--- src/rtl/frame_deframer.sv ---
// Word-stream deframer: hunts SYNC,SYNC, takes a channel word, collects payload up to TAIL,TAIL,
// checks the CRC and presents each good frame left-aligned on a valid/ready output. Optional counters: FRAME_STATS_EN.
module frame_deframer #(
    parameter int                DATA_W    = 16,
    parameter int                CH_W      = 8,
    parameter int                MAX_WORDS = 8,
    parameter logic [DATA_W-1:0] SYNC_WORD = 16'hE0E0,
    parameter logic [DATA_W-1:0] TAIL_WORD = 16'h0E0E,
    parameter logic [DATA_W-1:0] CRC_POLY  = 16'h1021,
    parameter logic [DATA_W-1:0] CRC_INIT  = 16'hFFFF,
    localparam int               LEN_W     = $clog2(MAX_WORDS + 1)
) (
    input  logic                          clk_in,
    input  logic                          rst_n,
    input  logic [DATA_W-1:0]             in_data,
    input  logic                          in_valid,
    output logic [MAX_WORDS*DATA_W-1:0]   out_data,
    output logic [CH_W-1:0]               out_ch,
    output logic [LEN_W-1:0]              out_len,
    output logic                          out_valid,
    input  logic                          out_ready,
    output logic                          crc_err,
    output logic                          len_err,
    output logic                          ovf_err,
    output logic [15:0]                   frame_cnt,
    output logic [15:0]                   err_cnt
);

    typedef enum logic [1:0] {
        ST_HUNT = 2'd0,
        ST_CHAN = 2'd1,
        ST_BODY = 2'd2
    } state_t;

    localparam logic [LEN_W-1:0] MAX_CNT = LEN_W'(MAX_WORDS);

    function automatic logic [DATA_W-1:0] crc_step(input logic [DATA_W-1:0] crc,
                                                   input logic [DATA_W-1:0] data);
        logic [DATA_W-1:0] c;
        c = crc;
        for (int i = DATA_W - 1; i >= 0; i--) begin
            if (c[DATA_W-1] ^ data[i]) begin
                c = {c[DATA_W-2:0], 1'b0} ^ CRC_POLY;
            end else begin
                c = {c[DATA_W-2:0], 1'b0};
            end
        end
        return c;
    endfunction

    state_t                        r_state;
    logic                          r_sync_hit;
    logic [CH_W-1:0]               r_ch;
    logic [DATA_W-1:0]             r_crc;
    logic [LEN_W-1:0]              r_cnt;
    logic [1:0]                    r_fill;
    logic [DATA_W-1:0]             r_win [3];
    logic [MAX_WORDS*DATA_W-1:0]   r_out_data;
    logic [CH_W-1:0]               r_out_ch;
    logic [LEN_W-1:0]              r_out_len;
    logic                          r_out_valid;
    logic                          r_crc_err;
    logic                          r_len_err;
    logic                          r_ovf_err;

    logic                          w_is_sync;
    logic                          w_is_tail;
    logic                          w_body;
    logic                          w_start;
    logic                          w_full;
    logic                          w_cnt_max;
    logic                          w_term;
    logic                          w_commit;
    logic [DATA_W-1:0]             w_crc_next;
    logic                          w_crc_ok;
    logic                          w_len_bad;
    logic                          w_crc_bad;
    logic                          w_good;
    logic                          w_load;
    logic                          w_ovf;
    logic [MAX_WORDS*DATA_W-1:0]   w_frame;

    assign w_is_sync = (in_data == SYNC_WORD);
    assign w_is_tail = (in_data == TAIL_WORD);
    assign w_body    = (r_state == ST_BODY) && in_valid;
    assign w_start   = (r_state == ST_CHAN) && in_valid && !w_is_sync;
    assign w_full    = (r_fill == 2'd3);
    assign w_cnt_max = (r_cnt == MAX_CNT);

    // Window: r_win[0] oldest (next payload word), r_win[1] CRC candidate, r_win[2] newest.
    assign w_term     = w_body && w_is_tail && (r_fill != 2'd0) && (r_win[2] == TAIL_WORD);
    assign w_commit   = w_body && w_full && !w_cnt_max && !w_term;
    assign w_crc_next = crc_step(r_crc, r_win[0]);
    assign w_crc_ok   = (w_crc_next == r_win[1]);

    // Exactly one outcome per terminated frame; over-long also fires without a tail pair.
    assign w_len_bad = w_body && ((w_full && w_cnt_max) || (w_term && !w_full));
    assign w_crc_bad = w_term && w_full && !w_cnt_max && !w_crc_ok;
    assign w_good    = w_term && w_full && !w_cnt_max && w_crc_ok;
    assign w_load    = w_good && (!r_out_valid || out_ready);
    assign w_ovf     = w_good && r_out_valid && !out_ready;

    // Payload slots; the last payload word is still in the window at termination and is merged in here.
    for (genvar gi = 0; gi < MAX_WORDS; gi++) begin : g_slot
        logic [DATA_W-1:0] r_word;

        always_ff @(posedge clk_in or negedge rst_n) begin
            if (!rst_n) begin
                r_word <= '0;
            end else if (w_start) begin
                r_word <= '0;
            end else if (w_commit && (r_cnt == LEN_W'(gi))) begin
                r_word <= r_win[0];
            end
        end

        assign w_frame[(MAX_WORDS-1-gi)*DATA_W +: DATA_W] =
            (r_cnt == LEN_W'(gi)) ? r_win[0] : r_word;
    end

    always_ff @(posedge clk_in or negedge rst_n) begin
        if (!rst_n) begin
            r_state     <= ST_HUNT;
            r_sync_hit  <= 1'b0;
            r_ch        <= '0;
            r_crc       <= '0;
            r_cnt       <= '0;
            r_fill      <= '0;
            r_win[0]    <= '0;
            r_win[1]    <= '0;
            r_win[2]    <= '0;
            r_out_data  <= '0;
            r_out_ch    <= '0;
            r_out_len   <= '0;
            r_out_valid <= 1'b0;
            r_crc_err   <= 1'b0;
            r_len_err   <= 1'b0;
            r_ovf_err   <= 1'b0;
        end else begin
            r_crc_err <= 1'b0;
            r_len_err <= 1'b0;
            r_ovf_err <= 1'b0;
            if (r_out_valid && out_ready) begin
                r_out_valid <= 1'b0;
            end

            case (r_state)
                ST_HUNT: begin
                    if (in_valid) begin
                        if (w_is_sync) begin
                            r_sync_hit <= 1'b1;
                            if (r_sync_hit) begin
                                r_sync_hit <= 1'b0;
                                r_state    <= ST_CHAN;
                            end
                        end else begin
                            r_sync_hit <= 1'b0;
                        end
                    end
                end

                // Extra sync words are absorbed here; the first non-sync word is the channel.
                ST_CHAN: begin
                    if (w_start) begin
                        r_ch    <= in_data[CH_W-1:0];
                        r_crc   <= CRC_INIT;
                        r_cnt   <= '0;
                        r_fill  <= '0;
                        r_state <= ST_BODY;
                    end
                end

                ST_BODY: begin
                    if (in_valid) begin
                        if (w_len_bad) begin
                            r_len_err <= 1'b1;
                            r_state   <= ST_HUNT;
                        end else if (w_crc_bad) begin
                            r_crc_err <= 1'b1;
                            r_state   <= ST_HUNT;
                        end else if (w_load) begin
                            r_out_data  <= w_frame;
                            r_out_ch    <= r_ch;
                            r_out_len   <= r_cnt + LEN_W'(1);
                            r_out_valid <= 1'b1;
                            r_state     <= ST_HUNT;
                        end else if (w_ovf) begin
                            r_ovf_err <= 1'b1;
                            r_state   <= ST_HUNT;
                        end else begin
                            r_win[0] <= r_win[1];
                            r_win[1] <= r_win[2];
                            r_win[2] <= in_data;
                            if (!w_full) begin
                                r_fill <= r_fill + 2'd1;
                            end else begin
                                r_crc <= w_crc_next;
                                r_cnt <= r_cnt + LEN_W'(1);
                            end
                        end
                    end
                end

                default: r_state <= ST_HUNT;
            endcase
        end
    end

    assign out_data  = r_out_data;
    assign out_ch    = r_out_ch;
    assign out_len   = r_out_len;
    assign out_valid = r_out_valid;
    assign crc_err   = r_crc_err;
    assign len_err   = r_len_err;
    assign ovf_err   = r_ovf_err;

`ifdef FRAME_STATS_EN
    logic [15:0] r_frame_cnt;
    logic [15:0] r_err_cnt;

    // At most one error event can occur per cycle, so a single increment suffices.
    always_ff @(posedge clk_in or negedge rst_n) begin
        if (!rst_n) begin
            r_frame_cnt <= '0;
            r_err_cnt   <= '0;
        end else begin
            if (w_load && (r_frame_cnt != 16'hFFFF)) begin
                r_frame_cnt <= r_frame_cnt + 16'd1;
            end
            if ((w_len_bad || w_crc_bad || w_ovf) && (r_err_cnt != 16'hFFFF)) begin
                r_err_cnt <= r_err_cnt + 16'd1;
            end
        end
    end

    assign frame_cnt = r_frame_cnt;
    assign err_cnt   = r_err_cnt;
`else
    assign frame_cnt = '0;
    assign err_cnt   = '0;
`endif

endmodule

--- config.mk ---
export PLATFORM = sky130hd
export DESIGN_NAME = frame_deframer
export DESIGN_NICKNAME = d
export VERILOG_FILES = /design/src/rtl/frame_deframer.sv
export SDC_FILE = /design/constraint.sdc
export NUM_CORES = 1
export LEC_CHECK = 0
export BUFFER_PORTS_ARGS = -buffer_cell sky130_fd_sc_hd__buf_4
export CAP_MARGIN = 0
export CORE_ASPECT_RATIO = 0.6
export CORE_MARGIN = 4
export CORE_UTILIZATION = 59
export CTS_CLUSTER_SIZE = 30
export DETAILED_ROUTE_END_ITERATION = 10
export MAX_ROUTING_LAYER = met4
export PLACE_DENSITY = 0.8
export SYNTH_ARGS = -nofsm -noshare
export SYNTH_HDL_FRONTEND = slang
export SYNTH_SLANG_ARGS = --single-unit
--- constraint.sdc ---
create_clock -name clk_in -period 4.39 [get_ports clk_in]
set_input_delay 0.439 -clock clk_in [delete_from_list [all_inputs] [get_ports clk_in]]
set_output_delay 0.439 -clock clk_in [all_outputs]
set_load 0.02 [all_outputs]
# After elaboration in Yosys (flattened, before gate mapping)
# Cells that the tools add are included.
[totals]
mem_bits_ro = 0
inputBits = 20
regBits = 353
ram_bits = 0
wordCells = 240
n_memories = 0
latch_bits = 0
output_inout_bits = 176
[classes]
mul = 0
div = 0
muxes = 95
n_reduce_logical = 56
order_cmp = 0
n_eq_ne = 27
shifts = 0
bitwise_logic = 36
n_addsub = 2
[op_table]
columns = ["op", "count"]
rows = [
  ["2-to-1 mux 16 bit", 31],
  ["2-to-1 mux 13 bit", 16],
  ["NOT 3 bit", 16],
  ["equality test 16 x 12 -> 1 bit, second input constant", 2],
  ["2-to-1 mux 2 bit", 16],
  ["one-hot mux 16 bit (2 select lines)", 1],
  ["logical AND 1 bit", 28],
  ["2-to-1 mux 4 bit", 7],
  ["!= test 2 bit, second input constant", 11],
  ["2-to-1 mux 1 bit", 21],
  ["nonzero test 2 bit", 10],
  ["equality test 16 bit", 1],
  ["equality test 16 bit, second input constant", 1],
  ["equality test 4 x 3 -> 1 bit, second input constant", 4],
  ["AND reduction 8 bit", 2],
  ["bitwise XOR 1 bit", 16],
  ["AND reduction 6 bit", 2],
  ["equality test 4 x 2 -> 1 bit, second input constant", 2],
  ["one-hot mux 4 bit (2 select lines)", 1],
  ["zero test 1 bit", 7],
  ["one-hot mux 2 bit (3 select lines)", 1],
  ["!= test 5 bit, second input constant", 1],
  ["AND reduction 5 bit", 1],
  ["adder 4 x 1 -> 4 bit, second input constant", 1],
  ["11 further kinds", 17],
]

# Depth between registers and ports, before layout
[depth]
word_depth = 42
mapped_depth = 11
mapped_depth_nobuf = 9

# Worst setup path before layout
# No wires, ideal clock.
[synth_timing]
path_kind = "register -> register"
startpoint = "register r_win[42] (netlist name)"
endpoint = "register r_out_data[100] (netlist: out_data[100])"
required_ps = 4265
period_less_slack_ps = 3138
arrival_ps = 3013
path_stages_with_launch = 12
path_slack_ps = 1252
setup_time_ps = 125
path_buffers = 4
cell_sequence = "dfrtp_1 > buf_2 > xnor2_2 > xnor3_2 > xnor3_1 > or2_2 > mux2i_1 > and4b_1 > buf_6 > buf_8 > buf_8 > mux2_4"
[synth_via]
elab_chain_len = 18
elab_cells_between_ends = 24
classes_between = "1 x eq/ne; 11 x mux; 7 x bitwise; 5 x reduce/logical"
[synth_lines]
columns = ["element", "line", "text"]
rows = [
  ["start, declared", "57", "logic [DATA_W-1:0] r_win [3];"],
  ["bitwise XOR 1 bit *", "42", "if (c[DATA_W-1] ^ data[i]) begin"],
  ["2-to-1 mux 13 bit *", "42", ""],
  ["2-to-1 mux 13 bit (3 in series)", "42", ""],
  ["2-to-1 mux 13 bit *", "42", ""],
  ["NOT 3 bit (no source line)", "n/a", ""],
  ["2-to-1 mux 13 bit (6 in series)", "42", ""],
  ["equality test 16 bit *", "94", "assign w_crc_ok = (w_crc_next == r_win[1]);"],
  ["zero test 1 bit", "98", "assign w_crc_bad = w_term && w_full && !w_cnt_max && !w_crc_ok;"],
  ["logical AND 1 bit", "98", ""],
  ["NOT 1 bit (no source line)", "n/a", ""],
  ["AND reduction 5 bit (no source line) *", "n/a", ""],
  ["end signal, assigned", "182", "r_out_data <= w_frame;"],
  ["end, declared", "58", "logic [MAX_WORDS*DATA_W-1:0] r_out_data;"],
]
# Every way passes the cells marked *; elsewhere a longest branch is shown, timed or not.
# A chain may end at the register's enable or synchronous reset.

# Final worst setup path
[layout_timing]
startpoint = "register r_crc[15]"
endpoint = "register r_out_data[127] (netlist: out_data[127])"
[layout_via]
elab_chain_len = 21
elab_cells_between_ends = 36
classes_between = "1 x eq/ne; 16 x mux; 14 x bitwise; 5 x reduce/logical"
[layout_lines]
columns = ["element", "line", "text"]
rows = [
  ["start, declared", "54", "logic [DATA_W-1:0] r_crc;"],
  ["start signal, assigned", "197", "r_crc <= w_crc_next;"],
  ["bitwise XOR 1 bit *", "42", ""],
  ["2-to-1 mux 13 bit *", "42", ""],
  ["2-to-1 mux 13 bit / bitwise XOR 1 bit (equally long branches)", "42", ""],
  ["2-to-1 mux 13 bit (2 in series)", "42", ""],
  ["2-to-1 mux 13 bit *", "42", ""],
  ["2-to-1 mux 13 bit / NOT 3 bit (equally long branches)", "n/a", ""],
  ["2-to-1 mux 13 bit", "42", ""],
  ["NOT 3 bit (no source line) / 2-to-1 mux 13 bit (equally long branches)", "n/a", ""],
  ["(+2 left out)", "n/a", ""],
  ["2-to-1 mux 13 bit (3 in series)", "42", ""],
  ["2-to-1 mux 13 bit / NOT 3 bit (equally long branches)", "n/a", ""],
  ["2-to-1 mux 13 bit", "42", ""],
  ["equality test 16 bit *", "94", ""],
  ["zero test 1 bit", "98", ""],
  ["logical AND 1 bit", "98", ""],
  ["NOT 1 bit (no source line)", "n/a", ""],
  ["AND reduction 5 bit (no source line) *", "n/a", ""],
]
# Marks and branches as above.

==> flow_summary.yaml <==
timing:
  fin_crit_ns: 3.865
  rsz0062_at_grt: "no"
  tightest_slew_ns: 1.126
  slew-limit-headroom: 0.2496
  fin_worst_skew_ns: 0.02560
  hold_violations: 0
  setup_tns_ns: 0
  fmax_mhz: 258.7
  finalCritPeriodShare: 0.8804
  drv_slew: 0
  hold_ws_ns: 0.02229
  setup_viol: 0
drt:
  drt_iter0_markers: 1049
  wirelength_um: 42720
  route.detailed.drc: 0
  routedWlPerCell_um: 22.41
  ant_nets: 0
  via_per_inst: 5.802
  vias: 11060
  drtPass1Iterations: 5
clocking:
  clock-sinks: 353
  cts_tree: "yes"
  hold_buffers: 0
  cts_setup_buffers: 0
  clockBufferDepth: 3
  htreeDepth: 2
  path_clk_slew_ns: 0.07
  cts_resized: 0
  root_buffer: "clkbuf_16"
  cts_buffers: 34
  insertion_delay_ns: 0.53
critical_path:
  reg2reg_slack_ns: 0.53
  crit_type: "reg2reg"
  required_ns: 4.81
  r2r-start: "r_crc[15]"
  startpoint: "r_crc[15]"
  critPathMaxFanout: 74
  rr_worst_depth: 8
  path_common_cell: "xnor2_1"
  endpoint_kind: "register"
  r2r-end: "out_data[127]"
  crit_arrival_ns: 4.28
  cpPeakStageDelay_ns: 0.58
  setup.worst_path.end: "out_data[127]"
  critical_path.cell_chain: "xor3_2, xnor2_1, xnor2_1, mux2i_1, o2111ai_1, and4b_4, buf_12, mux2_2"
  start_kind: "register"
  cpMaxStageDelayCell: "xnor2_1"
global_routing:
  grt_use_total: 0.2718
  grt_max_degree: 129
  overflow: 0
  grt_antenna_before_repair: 0
  grt_pass1_vias: 11370
  grt_pass1_wl_um: 66650
yosys:
  synth_edf_count: 0
  synth_cell_type_count: 54
  synthFlopType: "dfrtp_1"
  ys_seq_area_frac: 0.5115
  yosys_warnings: 0
  ys_ff_latch: 353
  syn_inst: 1383
  synth_top_cell_by_area: "dfrtp_1"
  synthArstFlopShare: 1.000
  synth_top_cells_by_area: "dfrtp_1 (51%), mux2_2 (15%), mux2_4 (8.7%), mux2i_1 (4.0%), nand2_1 (3.3%)"
  synth_top_area_share: 0.5115
  synth_area_um2: 17270
  synth_area_per_cell_um2: 12.49
run_status:
  status: "complete, no violations"
placement:
  place_area_um2: 18590
  hpwlAfterDp_um: 27730
  gp_congestion: 0.9443
  portBuffers: 163
power_and_ir_drop:
  power_leakage_nw: 9.761
  peakVddDrop_v: 0.0002183
  power.density_nw_per_um2: 337.7
final_layout:
  finish.instance_area_um2: 19760
  area_growth_pct: 14.43
  drive_above_1_share: 0.3869
  final_nets: 1532
floorplanning:
  die_w_um: 228.9
  die-area_um2: 32160
  initial_utilization: 0.6003
  core.rowCount: 48
  pin_count: 196
  die_h_um: 140.5
  coreArea_um2: 28770
flow_run:
  max_cap_violations: 0
worst_hold_path:
  hp-class: "in2async"
per-stage QoR:
stage                     cells  total power, mW  setup WS (ns)    util
final                      1906            6.673         0.5252  0.6870
after floorplan            1414            3.504          1.252       -
after global routing       1905            6.883         0.3086  0.6869
after detailed placement   1845            3.612         0.5989  0.6462
after CTS                  1905            6.717         0.5949  0.6869
after global placement     1845            3.604         0.6226  0.6462
cells in the final DEF, fill, tap and decap left out, drive strengths merged, types with 3 or more instances in the layout:
cell type,n
nor3,10
nor4,5
nand3,5
dfrtp,353
conb,32
a31oi,11
mux2i,69
ha,6
a21o,3
xor2,14
bufinv,6
nand3b,4
nor3b,3
nand4b,5
xnor3,13
nor2b,3
nor2,95
mux2,324
and3,11
xor3,3
clkinv,10
nand2,152
buf,191
xnor2,39
a21oi,72
nand2b,3
or4b,4
o21ai,9
clkbuf,42
and2,5
inv,8
cell type report:
type,count,area (µm²)
inverters,6,22.52
well taps,375,469.2
multi-input cells,920,7774
repair buffers,191,1491
clock buffers,42,910.9
flip-flops and latches,353,8833
diodes,1,2.502
fillers,2019,9005
clock inverters,18,259.0
flip-flops by register name (all words and copies together), names as in the netlist:
name / cells
g_slot.r_word: 128
out_data: 128
r_win: 48
r_crc: 16
out_ch: 8
r_ch: 8
out_len: 4
r_cnt: 4
r_fill: 2
r_state: 2
crc_err: 1
len_err: 1
out_valid: 1
ovf_err: 1
r_sync_hit: 1
Yosys cell counts, types with 13 or more instances:
cell,count
buf_2,13
nand2_1,152
a21oi_1,72
buf_4,33
xnor2_1,36
mux2_2,224
buf_1,22
mux2_4,100
xor2_1,13
clkbuf_1,55
mux2i_1,69
nor2_1,95
dfrtp_1,353
logic make-up after synthesis:
group / count (synthesis) / share of synthesized area
xor gates and xnor gates: 69 / 0.05057
adders and majority gates: 6 / 0.004347
buffers and inverters: 141 / 0.04637
muxes: 393 / 0.2730
and+or+nand+nor: 317 / 0.08129
other: 1 / 0.0002171
DFF: 353 / 0.5115
AOI/OAI and AO/OA: 103 / 0.03275
worst min path at each step:
stage,slack [ns],depth (start not counted),to
floorplan,0.14,0,crc_err
global placement,0.48,1,out_ch[3]
detailed placement,0.49,1,out_data[34]
CTS,0.11,1,len_err
global route,0.11,1,len_err
finish,0.02,1,r_fill[1]
critical path, delay by kind of cell (launching register included):
kind,cells,cell delay [ns]
AOI/OAI and AO/OA,1,0.19
xor gates and xnor gates,3,1.49
buffers and inverters,1,0.43
DFF,1,0.45
muxes,2,0.71
and+or+nand+nor,1,0.43
where the power goes:
group,internal (mW),switching (mW),leakage (nW)
registers,3.26,0.00856,4.89
logic,0.0943,0.189,4.29
clock network,1.84,1.28,0.582
total,5.19,1.48,9.76
metal layers:
metal | vias up | GRT usage | share of wire
li1 | 4940 | - | -
met1 | 5652 | 0.3985 | 0.46
met2 | 408 | 0.3968 | 0.45
met3 | 58 | 0.06057 | 0.077
met4 | 0 | 0.05118 | 0.013
met5 | - | - | 0
Power figures use the tool's default switching activity.
